$ cat src/rtl/arty_reset_sequencer.sv
// -----------------------------------------------------------------------------
// arty_reset_sequencer
//   Multi-channel reset sequencer placed after the clock wizard. Waits for a
//   stable MMCM lock with no external reset request, holds every downstream
//   reset for C_HOLD_CYCLES, then releases channels in ascending index order
//   spaced C_RELEASE_GAP cycles apart. Losing lock or seeing a reset request
//   at any point after WAIT_LOCK reasserts every channel and restarts.
//
// Ports
//   i_clk_mhz        system clock
//   i_rst_mhz        synchronous active-high reset
//   i_mmcm_locked    MMCM lock (asynchronous, synchronized internally)
//   i_ext_rst_req    external reset request level (asynchronous, active-high)
//   o_rst_chan       per-channel active-high reset, bit 0 released first
//   o_ready          high once every channel is released
//   o_lock_loss_cnt  saturating count of aborts taken from RUN
//   o_lock_timeout   sticky lock watchdog flag
//
// Build option
//   ARTY_RESET_SEQ_LOCK_WDT_EN : builds the lock watchdog; when undefined
//   o_lock_timeout is tied low and no watchdog logic exists.
// -----------------------------------------------------------------------------
module arty_reset_sequencer #(
  parameter int unsigned C_CHANNELS     = 3,
  parameter int unsigned C_SYNC_STAGES  = 2,
  parameter int unsigned C_HOLD_CYCLES  = 14,
  parameter int unsigned C_RELEASE_GAP  = 8,
  parameter int unsigned C_LOCK_TIMEOUT = 1000000
) (
  input  logic                  i_clk_mhz,
  input  logic                  i_rst_mhz,
  input  logic                  i_mmcm_locked,
  input  logic                  i_ext_rst_req,
  output logic [C_CHANNELS-1:0] o_rst_chan,
  output logic                  o_ready,
  output logic [7:0]            o_lock_loss_cnt,
  output logic                  o_lock_timeout
);

  localparam int unsigned HOLD_W = $clog2((C_HOLD_CYCLES < 2) ? 2 : C_HOLD_CYCLES);
  localparam int unsigned GAP_W  = $clog2((C_RELEASE_GAP < 2) ? 2 : C_RELEASE_GAP);
  localparam int unsigned IDX_W  = $clog2((C_CHANNELS    < 2) ? 2 : C_CHANNELS);

  localparam logic [HOLD_W-1:0] HOLD_LAST = HOLD_W'(C_HOLD_CYCLES - 1);
  localparam logic [GAP_W-1:0]  GAP_LAST  = GAP_W'(C_RELEASE_GAP - 1);
  localparam logic [IDX_W-1:0]  IDX_LAST  = IDX_W'(C_CHANNELS - 1);

  localparam logic [1:0] ST_WAIT_LOCK = 2'd0;
  localparam logic [1:0] ST_HOLD      = 2'd1;
  localparam logic [1:0] ST_RELEASE   = 2'd2;
  localparam logic [1:0] ST_RUN       = 2'd3;

  logic [C_SYNC_STAGES-1:0] lock_sync;
  logic [C_SYNC_STAGES-1:0] req_sync;
  logic                     s_lock;
  logic                     s_req;

  logic [1:0]            state;
  logic [HOLD_W-1:0]     hold_cnt;
  logic [GAP_W-1:0]      gap_cnt;
  logic [IDX_W-1:0]      rel_idx;
  logic [C_CHANNELS-1:0] rst_chan;
  logic                  ready;
  logic [7:0]            loss_cnt;
  logic                  abort;

  assign s_lock = lock_sync[C_SYNC_STAGES-1];
  assign s_req  = req_sync[C_SYNC_STAGES-1];

  // WAIT_LOCK simply keeps waiting, so only the later states can abort.
  assign abort = (state != ST_WAIT_LOCK) && (!s_lock || s_req);

  always_ff @(posedge i_clk_mhz) begin
    if (i_rst_mhz) begin
      lock_sync <= '0;
      req_sync  <= '0;
      state     <= ST_WAIT_LOCK;
      hold_cnt  <= '0;
      gap_cnt   <= '0;
      rel_idx   <= '0;
      rst_chan  <= '1;
      ready     <= 1'b0;
      loss_cnt  <= '0;
    end else begin
      lock_sync <= {lock_sync[C_SYNC_STAGES-2:0], i_mmcm_locked};
      req_sync  <= {req_sync[C_SYNC_STAGES-2:0], i_ext_rst_req};

      if (abort) begin
        // Abort wins over any terminal count landing on the same edge.
        state    <= ST_WAIT_LOCK;
        hold_cnt <= '0;
        gap_cnt  <= '0;
        rel_idx  <= '0;
        rst_chan <= '1;
        ready    <= 1'b0;
        if (state == ST_RUN && loss_cnt != 8'hFF)
          loss_cnt <= loss_cnt + 8'd1;
      end else begin
        case (state)
          ST_WAIT_LOCK: begin
            rst_chan <= '1;
            ready    <= 1'b0;
            if (s_lock && !s_req) begin
              state    <= ST_HOLD;
              hold_cnt <= '0;
            end
          end

          ST_HOLD: begin
            if (hold_cnt == HOLD_LAST) begin
              hold_cnt    <= '0;
              rst_chan[0] <= 1'b0;
              if (C_CHANNELS == 1) begin
                state <= ST_RUN;
                ready <= 1'b1;
              end else begin
                state   <= ST_RELEASE;
                rel_idx <= IDX_W'(1);
                gap_cnt <= '0;
              end
            end else begin
              hold_cnt <= hold_cnt + HOLD_W'(1);
            end
          end

          ST_RELEASE: begin
            if (gap_cnt == GAP_LAST) begin
              gap_cnt <= '0;
              // Compare-per-bit avoids a variable index narrower/wider than the vector.
              for (int unsigned i = 0; i < C_CHANNELS; i++) begin
                if (rel_idx == IDX_W'(i))
                  rst_chan[i] <= 1'b0;
              end
              if (rel_idx == IDX_LAST) begin
                state   <= ST_RUN;
                ready   <= 1'b1;
                rel_idx <= '0;
              end else begin
                rel_idx <= rel_idx + IDX_W'(1);
              end
            end else begin
              gap_cnt <= gap_cnt + GAP_W'(1);
            end
          end

          ST_RUN: begin
          end

          default: state <= ST_WAIT_LOCK;
        endcase
      end
    end
  end

  assign o_rst_chan      = rst_chan;
  assign o_ready         = ready;
  assign o_lock_loss_cnt = loss_cnt;

`ifdef ARTY_RESET_SEQ_LOCK_WDT_EN
  localparam int unsigned WDT_W = $clog2((C_LOCK_TIMEOUT < 2) ? 2 : C_LOCK_TIMEOUT);
  localparam logic [WDT_W-1:0] WDT_LAST = WDT_W'(C_LOCK_TIMEOUT - 1);

  logic [WDT_W-1:0] wdt_cnt;
  logic             wdt_flag;

  // Flag is informational only; it never influences the FSM.
  always_ff @(posedge i_clk_mhz) begin
    if (i_rst_mhz) begin
      wdt_cnt  <= '0;
      wdt_flag <= 1'b0;
    end else if (state == ST_WAIT_LOCK) begin
      if (wdt_cnt == WDT_LAST) begin
        wdt_cnt  <= '0;
        wdt_flag <= 1'b1;
      end else begin
        wdt_cnt <= wdt_cnt + WDT_W'(1);
      end
    end else begin
      wdt_cnt <= '0;
    end
  end

  assign o_lock_timeout = wdt_flag;
`else
  assign o_lock_timeout = 1'b0;
`endif

endmodule

$ cat config.mk
export PLATFORM = sky130hd
export DESIGN_NAME = arty_reset_sequencer
export DESIGN_NICKNAME = d
export VERILOG_FILES = /design/src/rtl/arty_reset_sequencer.sv
export SDC_FILE = /design/constraint.sdc
export NUM_CORES = 1
export LEC_CHECK = 0
export BUFFER_PORTS_ARGS = -buffer_cell sky130_fd_sc_hd__buf_2
export CAP_MARGIN = 15
export CORE_UTILIZATION = 36
export CTS_CLUSTER_SIZE = 20
export DETAILED_ROUTE_END_ITERATION = 12
export GPL_TIMING_DRIVEN = 0
export PLACE_DENSITY = 0.52
export SYNTH_ARGS = -nofsm -noshare
export SYNTH_HDL_FRONTEND = slang
export SYNTH_SLANG_ARGS = --single-unit
$ cat constraint.sdc
create_clock -name i_clk_mhz -period 1.85 [get_ports i_clk_mhz]
set_input_delay 0.2775 -clock i_clk_mhz [delete_from_list [all_inputs] [get_ports i_clk_mhz]]
set_output_delay 0.2775 -clock i_clk_mhz [all_outputs]
set_load 0.005 [all_outputs]
After elaboration in Yosys (flattened, before gate mapping)
Index checks and enable logic that the tools add are counted.

Shifts and indexed selects: 0. Equal/unequal tests: 14. Multiply operators: 0. Multiplexer cells: 25. Div/mod/pow operators: 0. Bitwise gates (word level): 0. $lt $le $gt $ge: 0. Add/subtract/negate cells: 4. Reductions and logical operators: 22.

Operators by type and width (number): $mux 2 (7); $ne 2x2->1 const B (6); $mux 3 (3); $reduce_and 3->1 (3); $add 8x1->8 const B (1); $mux 4 (2); $ne 8x8->1 const B (1); $pmux 2 s2 (2); $pmux 4 s2 (1); $reduce_bool 2->1 (4); $eq 2x2->1 const B (3); $mux 1 (6); $pmux 2 s3 (1); $pmux 3 s2 (1); $reduce_and 2->1 (3); $reduce_and 5->1 (1); $add 4x1->4 const B (1); $eq 2x1->1 const B (2); $eq 4x4->1 const B (1); $logic_not 2->1 (2); $reduce_and 4->1 (1); $add 3x1->3 const B (1); $eq 3x3->1 const B (1); $logic_and 1x1->1 (3); 7 further kinds (8).

Bits in latches: 0. Memories kept: 0. Word-level logic and storage cells: 76. Memory bits (read-only): 0. Bits of input ports: 4. Flip-flop bits (word level): 27. Output and inout port bits: 13. RAM bits: 0.

Depth between registers and ports, before layout
Gate-level depths: netlist (run 1).

Depth in word-level cells: 4. Mapped depth: 7. Gate-level depth less buffers: 6.

Least setup slack after synthesis (run 1)
OpenSTA, ideal clock, no wires.

Path kind: register -> register. Start point: register state[0]. End point: register loss_cnt[4] (netlist: o_lock_loss_cnt[4]). Period minus slack after synthesis: 1.656 ns. Buffers on the path: 0. Data arrival time: 1.586 ns. Data required time: 1.780 ns. Slack: 0.194 ns. Cell stages (with the launch flop): 7. Setup time: 0.070 ns. Path through: dfxtp_1 -> inv_1 -> ha_1 -> nor2b_2 -> nand2_2 -> or4_1 -> a21oi_1.

Word-level cells in the longest chain between the ends: 3. Elaborated cells between the ends (all ways): 5. Classes of those cells: 1 x eq/ne; 4 x reduce/logical.

RTL lines: start, declared (RTL line 58) `logic [1:0] state;`; start signal, assigned (RTL line 77) `state <= ST_WAIT_LOCK;`; start signal, assigned (RTL line 90) `state <= ST_WAIT_LOCK;`; start signal, assigned (RTL line 104) `state <= ST_HOLD;`; $eq 2x2->1 / $reduce_bool 2->1 (equally long branches) (RTL line 96, 71); $logic_and 1x1->1, on equally long branches (RTL line 96, 71); $reduce_and 2->1 (no source line) (*); end signal, assigned (RTL line 97) `loss_cnt <= loss_cnt + 8'd1;`; end, declared (RTL line 64) `logic [7:0] loss_cnt;`.

Mark *: on every way between the ends. The rest lies on a longest branch, timed or not. A chain may end at the register's enable or synchronous reset.

Worst setup path after layout (run 1)
Start point: register state[0]. End point: register hold_cnt[1].

Word-level cells in the longest chain between the ends: 3. Elaborated cells between the ends (all ways): 9. Classes of those cells: 2 x eq/ne; 1 x mux; 6 x reduce/logical.

RTL lines: $eq 2x1->1 (tied with other cells) (RTL line 99) `case (state)`; $reduce_bool 2->1 (no source line) (tied with other cells); $reduce_and 2->1 (no source line) / $reduce_or 2->1 (equally long branches); end signal, assigned (RTL line 122) `hold_cnt <= hold_cnt + HOLD_W'(1);`; end, declared (RTL line 59) `logic [HOLD_W-1:0] hold_cnt;`.

Parallel ways exist; a longest one is shown, timed or not.

==> results, run 1 <==
- The initial antenna violation count is 0.
- The launch point of the worst reg-to-reg path is state[0].
- Measured on the finished design, the core utilization comes to roughly 45%.
- The final weighted congestion of routability-driven global placement is 0.781.
- 17 I/O pins were placed.
- The worst setup path is captured at a register.
- Together, buffers and inverters on the worst path number 1.
- The kind of start point of the critical path is a register.
- By startpoint and endpoint, the worst setup path is classified as reg -> reg.
- The number of DRC markers after the initial detailed-route iteration is 34.
- Counting cells, the worst reg-to-reg path comes to 6.
- The share of total power in the clock network is 26.4%.
- The leakage component of the power is about 0.6 nW.
- For this run, the top clock speed supported by timing is slightly below 600 MHz.
- Among all cell types in the netlist, the one instantiated most often is dfxtp_1.
- The number of placed instances, taps included is 211.
- After synthesis, the most frequently instantiated cells are dfxtp_1, a21oi_1, ha_1.
- The number of hold buffers added after CTS was 0.
- After synthesis the netlist holds a flip-flop and latch count of 27.
- After the last flow step, the layout net total stands at between 150 and 200.
- TritonCTS built the clock tree.
- The async set-reset flop share out of synthesis is 0%.
- The library cell with the largest summed area after synthesis is dfxtp_1.
- In this design, the stage delay of the slowest critical-path cell is 390 ps.
- The area added between synthesis and finish is 14.2%.
- The run finished with clean final reports.
- After synthesis, the mean cell area works out to 9.08 um^2.
- The worst hold path terminates at req_sync[0].
- Along the worst hold path, the cell count comes to 2.
- The internal power of the cells totals 888 uW.
- Counting distinct cell types in the post-synthesis netlist gives 47.
- Counting I/O delays and the setup requirement, the final critical path takes 1710 ps.
- Combinational logic burns between 20% and 30% of the power.
- The data arrival time of the critical path is 1910 ps.
- The summed negative setup slack over all endpoints is 0 ps.
- The first global-routing pass estimated 4690 um of wire.
- The remaining global-route overflow is 0.
- Counting the buffers created by CTS gives 3.
- The number of endpoints failing setup at the final stage is 0.
- The most used flip-flop cell after synthesis is dfxtp_1.
- The number of antenna cells inserted is 0.
- The total power consumption of the routed design is about 1.3 mW.
- The number of placement rows is 21.
- For this block, the routed nets add up to 2810 um of wire.
- Traced cell by cell, the critical path runs through inv_1, ha_2, and3b_1, or2_4, a21o_1, a211oi_2.
- The cell area after placement is between 0.001 and 0.0015 mm^2.
- For this run, the detailed router's first-pass iteration total came to 4.
- The critical register-to-register path endpoint is hold_cnt[1].
- The via count of the first global-routing pass is 1115.
- The die is about 63 um tall.
- The share of the Yosys chip area taken by registers is 39.7%.
- The worst register-to-register path has a setup slack of 140 ps.
- The average wire per cell in the routed design is 13.0 um.
- The number of max-slew violations in the final report came to 0.
- The number of synthesis warnings is 0.
- The synthesized instance count is 150.
- Entering global routing, the biggest net connects 16 pins.
- The average vias per placed instance is 5.34.
- After synthesis, the cell types taking the most area are dfxtp_1, ha_1, a21oi_1.
- After synthesis the cells add up to approximately 0.0014 mm^2.
- CTS built an H-tree with a depth of 1.
- In this run the standard cell core region covers ~0.0035 mm^2.
- The detailed-placement wirelength estimate is around 2100 um.
- For this configuration, the core starts out at a cell density of 39.2%.
- The fraction of post-synthesis cell area in the top cell type by area is 39.7%.
- The die width is between 60 and 70 um.
- The CTS root buffer is clkbuf_8.
- The setup clock skew after layout is 4.54 ps.
- The total global routing track utilization is 14.4%.
- The finished cells cover 0.00156 mm^2.
- The die covers just over 0.004 mm^2.
- The DRC violation count after routing is 0.
- The clock passes through at most 2 buffers.
- In the finished design, the share of the clock period the worst path needs comes to 92.4%.
- For this design, the sink count on the clock tree is 27.
- The number of input and output port buffers inserted is 15.
- Clock-pin slew was measured on the worst setup and hold paths at 100 ps.
- Once detail routing completed, the nets flagged for antenna violations numbered 0.
- The number of hold violations in the final report is 0.
- Setup repair after global routing left no endpoint under its margin.
- VDD sags by at most 0.000318 V.
- The post-synthesis net count is 165.
- The final standard cell count with taps included and fillers excluded is about 220.
- The number of filler instances in the final layout is 360.
- Along the worst path, the maximum fanout reaches 7.
- The post-route netlist has a little over a fifth of its cells at a drive strength greater than 1.
- The net switching power is 399 uW.
- The largest individual stage delay along the critical path comes from the cell dfxtp_2.
- Power spread over the standard cell area amounts to ~830 mW/mm^2.
- The count of vias placed by the detailed router is 1149.
- The number of synthesized flops with an enable pin is 0.
- The clock network latency to the later pin of the worst-skew pair is 270 ps.
- The tightest min-delay check is of the in -> reg type.
- The tool flagged a number of max-cap violations equal to 0.
- The cell family contributing the most delay on the critical path is simple AND/OR/NAND/NOR gates.
- Data on the critical path is required at its endpoint by 2050 ps.
- The proportion of power drawn by flip-flops and latches is 51.0%.
- The critical hold path startpoint is i_ext_rst_req.
- Net switching is 31.0% of the power.
-- worst max path at each step --
stage,startpoint,end,slack [ps],cells past startpoint
floorplan,state[0],o_lock_loss_cnt[4],190,6
global placement,state[0],o_lock_loss_cnt[5],20,6
detailed placement,state[0],o_lock_loss_cnt[5],-70,6
CTS,state[1],o_lock_loss_cnt[5],1,6
global route,state[0],o_lock_loss_cnt[4],10,6
finish,state[0],hold_cnt[1],140,6
-- repair_timing --
| item | in CTS | in global routing |
|---|---|---|
| buffers inserted | 0 | 0 |
| cloned | 0 | 0 |
| setup endpoints to repair | 3 | 7 |
| resized for setup | 1 | 4 |
-- worst reg2reg max path, delay by kind of cell, from the launching register on --
family | cells | cell delay (ps)
compound gates | 2 | 420
flops | 1 | 390
simple gates | 2 | 490
buf+inv | 1 | 80
fa+ha+maj | 1 | 250
-- power by group through the flow --
stage	clock [mW]	combinational [mW]	sequential, mW
final	0.340	0.291	0.656
after detailed placement	0	0.283	0.668
after floorplan	0	0.211	0.662
after global routing	0.371	0.320	0.666
after CTS	0.349	0.285	0.656
after global placement	0	0.276	0.665
-- per-stage QoR --
| stage | hold slack [ps] | setup slack (ps) |
|---|---|---|
| floorplan | 378 | 194 |
| global placement | 428 | 20.0 |
| detailed placement | 437 | -69.1 |
| CTS | 207 | 1.11 |
| global route | 212 | 12.0 |
| finish | 205 | 141 |
-- placed cells by master (no fill, tap or decap), types with 3 or more instances in the layout --
cell      Yosys  routed
a21oi_1      18      18
and3_1        3       3
buf_2         1      16
clkbuf_8      0       3
dfxtp_1      27      25
ha_1         11      10
inv_1         9       9
nand2_1       5       5
nand3_1       5       4
nor2_1        9       9
nor2b_1       5       5
o21ai_0       8       8
o31ai_1       4       4
-- routing by layer --
layer | part of all wire (%) | global-route usage (%)
met5 | 0 | 0
met4 | 0.89 | 3.41
met3 | 2.4 | 2.36
met2 | 48 | 24.7
met1 | 49 | 18.5
-- logic make-up (layout without fill, tap and decap cells) --
family          Yosys count  after routing  share of synthesized area [%]
other cells               1              1                          0.275
simple gates             48             48                           20.7
compound gates           47             47                           22.1
fa+ha+maj                11             11                           10.1
xor+xnor                  2              2                           1.29
flops                    27             27                           39.7
mux                       1              1                          0.827
buf+inv                  13             32                           5.05
-- registers in the layout, indices dropped and copies added (netlist names) --
name and cells:
o_lock_loss_cnt 8, hold_cnt 4, gap_cnt 3, o_rst_chan 3, lock_sync 2, rel_idx 2
req_sync 2, state 2, o_ready 1
-- area by class of cell --
class                      instances  area, um^2  share of cell area [%]
buffer                             4        35.0                    2.25
clock buffer                       3        41.3                    2.65
clock inverter                     1        5.00                   0.322
inverter                           9        33.8                    2.17
multi-input combinational        110         764                    49.2
sequential                        27         543                    34.9
tap                               46        57.6                    3.70
timing repair buffer              15        75.1                    4.83
(Power assumes the default switching activity.)
==> run 2, diff against run 1 <==
- CORE_ASPECT_RATIO: default -> 0.7
==> run 2 against run 1 <==
  * Via count down 3.5%
  * Global-route usage up 1.2 points
  * First-iteration DRC count up 12%
  * Cell count up 1.9%
  * Setup slack about the same
  * Largest cell class unchanged
  * Largest power group unchanged
==> results, run 2 (synthesis gave the netlist of run 1 again) <==
- The clock drives 27 sinks.
- The number of hold violations in the final report is 0.
- Detailed routing inserted a total of 1109 vias.
- The DRC violation count after routing is 0.
- The via count of the first global-routing pass is 998.
- The CTS root buffer is clkbuf_8.
- The core occupancy in the finished layout is 43.7%.
- In the routed layout, each cell is associated on average with a via count of 5.06.
- Hold timing on the final database bottoms out at a slack of 216 ps.
- Input and output buffers added on the ports amount to 15.
- IR analysis of the VDD net gives a maximum drop of 0.000595 V.
- The core region is ~0.0036 mm^2.
- The die width is 75.5 um.
- The remaining global-route overflow is 0.
- The number of antenna cells inserted is 0.
- The remaining antenna violation count is 0.
- In the post-route analysis, the smallest setup slack over all paths is 141 ps.
- The register with the most flip-flops in the layout has 8 of them.
- The number of placement rows is 18.
- TritonCTS built the clock tree.
- The number of buffers added by the clock tree synthesis step is 3.
- The worst setup path is launched from a register.
- The chip height is 53.5 um.
- The required time reported for the critical path endpoint is a little over 2000 ps.
- The overall die area is slightly above 0.004 mm^2.
- The run finished with clean final reports.
- The total global routing track utilization is 15.6%.
- The cell area after placement is 0.00150 mm^2.
- In the layout the commonest cells are dfxtp_1, a21oi_1, buf_2.
- The post-placement worst setup slack is -46.5 ps.
- The net count of the finished layout is 185.
- STA puts the critical path data arrival time at 1910 ps.
- The clock network latency to the later pin of the worst-skew pair is 270 ps.
- The setup path with the least slack is of type reg -> reg.
- The endpoint class of the critical path is a register.
- The first global-routing pass estimated roughly 4700 um of wire.
- The final weighted congestion of routability-driven global placement is 0.726.
- The fmax is 585 MHz.
- The total I/O pin count is 17.
- The finished cells cover 0.00156 mm^2.
- Summed over all cells, the static leakage comes to 0.597 nW.
- The clock slew at the register clock pins of the worst setup and hold paths is 90 ps.
- The portion of the clock cycle consumed by the worst path in the final layout is a little over 90%.
- The number of DRC markers after the initial detailed-route iteration is 38.
- The share of post-route cells with drive strength above 1 is 20.1%.
- The initial antenna violation count is 0.
- The clock period could shrink to 1710 ps.
- The effective utilization at floorplan is a little under two fifths.
- The total of max-cap violations is 0.
- Between clock sinks in the finished design, the worst skew comes to 3.28 ps.
- The number of detailed-route iterations in the first pass is 4.
- The detailed-placement wirelength estimate is 2000 um.
- In this run the power density over the cells is 824 mW/mm^2.
- Dividing the detail-routed wire length by the instance count gives 12.5 um.
- After detailed routing, the total wire length is 2730 um.
- The path class of the lowest-slack min-delay path is in -> reg.
- The leading cell type in the layout, fill and taps excluded is dfxtp_1.
- Along the worst path, the maximum fanout reaches 9.
- The total power consumption of the routed design is 1.28 mW.
- The maximum number of pins on one net before global-route repair is 15.
- Setup violations remaining at the end of the flow were counted as 0.
- Setup repair after global routing left no endpoint under its margin.
- From synthesis to final layout, the design area changed by 14.3%.
- In this run the number of H-tree levels came out at 1.
- The number of max-slew violations in the final report came to 0.
- The clock tree buffer depth is 2.
## run 2: cell types whose count changed in the layout (fill, tap and decap cells not counted)
cell | previous run | this run
clkbuf_1 | 0 | 1
clkinv_2 | 1 | 0
dfxtp_2 | 2 | 1
dfxtp_4 | 0 | 1
nand3_1 | 4 | 5
nand3_2 | 1 | 0
## run 2: final timing paths
| check | end | cells past startpoint | slack [ps] | start |
|---|---|---|---|---|
| worst max-delay path | hold_cnt[1] | 7 | 140 | state[1] |
| worst min-delay path | req_sync[0] | 2 | 220 | i_ext_rst_req |
| worst max register to register | hold_cnt[1] | 7 | 140 | state[1] |
| worst min register to register | req_sync[1] | 1 | 450 | req_sync[0] |
## run 2: stage by stage
stage,instances,TNS [ps]
floorplan,150,0
global placement,215,-5.01
detailed placement,215,-78.9
CTS,219,0
global route,219,0
finish,219,0
## run 2: metal layers
| metal | track usage, % | up-vias | wire, um |
|---|---|---|---|
| met5 | 0 | - | 0 |
| met4 | 2.78 | 0 | 9 |
| met3 | 4.00 | 2 | 79 |
| met2 | 22.3 | 10 | 1090 |
| met1 | 23.3 | 511 | 1550 |
| li1 | - | 586 | - |
## run 2: power by group
| group | switching [mW] | internal, mW | leakage [nW] |
|---|---|---|---|
| clock network | 0.177 | 0.154 | 0.0228 |
| logic | 0.178 | 0.115 | 0.354 |
| registers | 0.0356 | 0.623 | 0.220 |
| total | 0.390 | 0.892 | 0.597 |
## run 2: cell type report
class                   count  area, um^2
clock buffers               4        45.0
inverters                   9        33.8
multi-input cells         110         759
fillers                   384        2000
repair buffers             15        75.1
plain buffers               4        35.0
flip-flops and latches     27         546
well taps                  50        62.6
## run 2: timing repair
action,in CTS,in global routing
buffers inserted,0,0
gates cloned,0,0
setup endpoints to repair,3,3
resized for setup,2,3
hold buffers,0,0
## run 2: critical path, stage by stage (launching register included)
cell      delay [ps]
dfxtp_2          350
inv_1            130
ha_2             320
inv_1            100
a21o_1           160
buf_2            170
a21o_1           220
a211oi_2         190
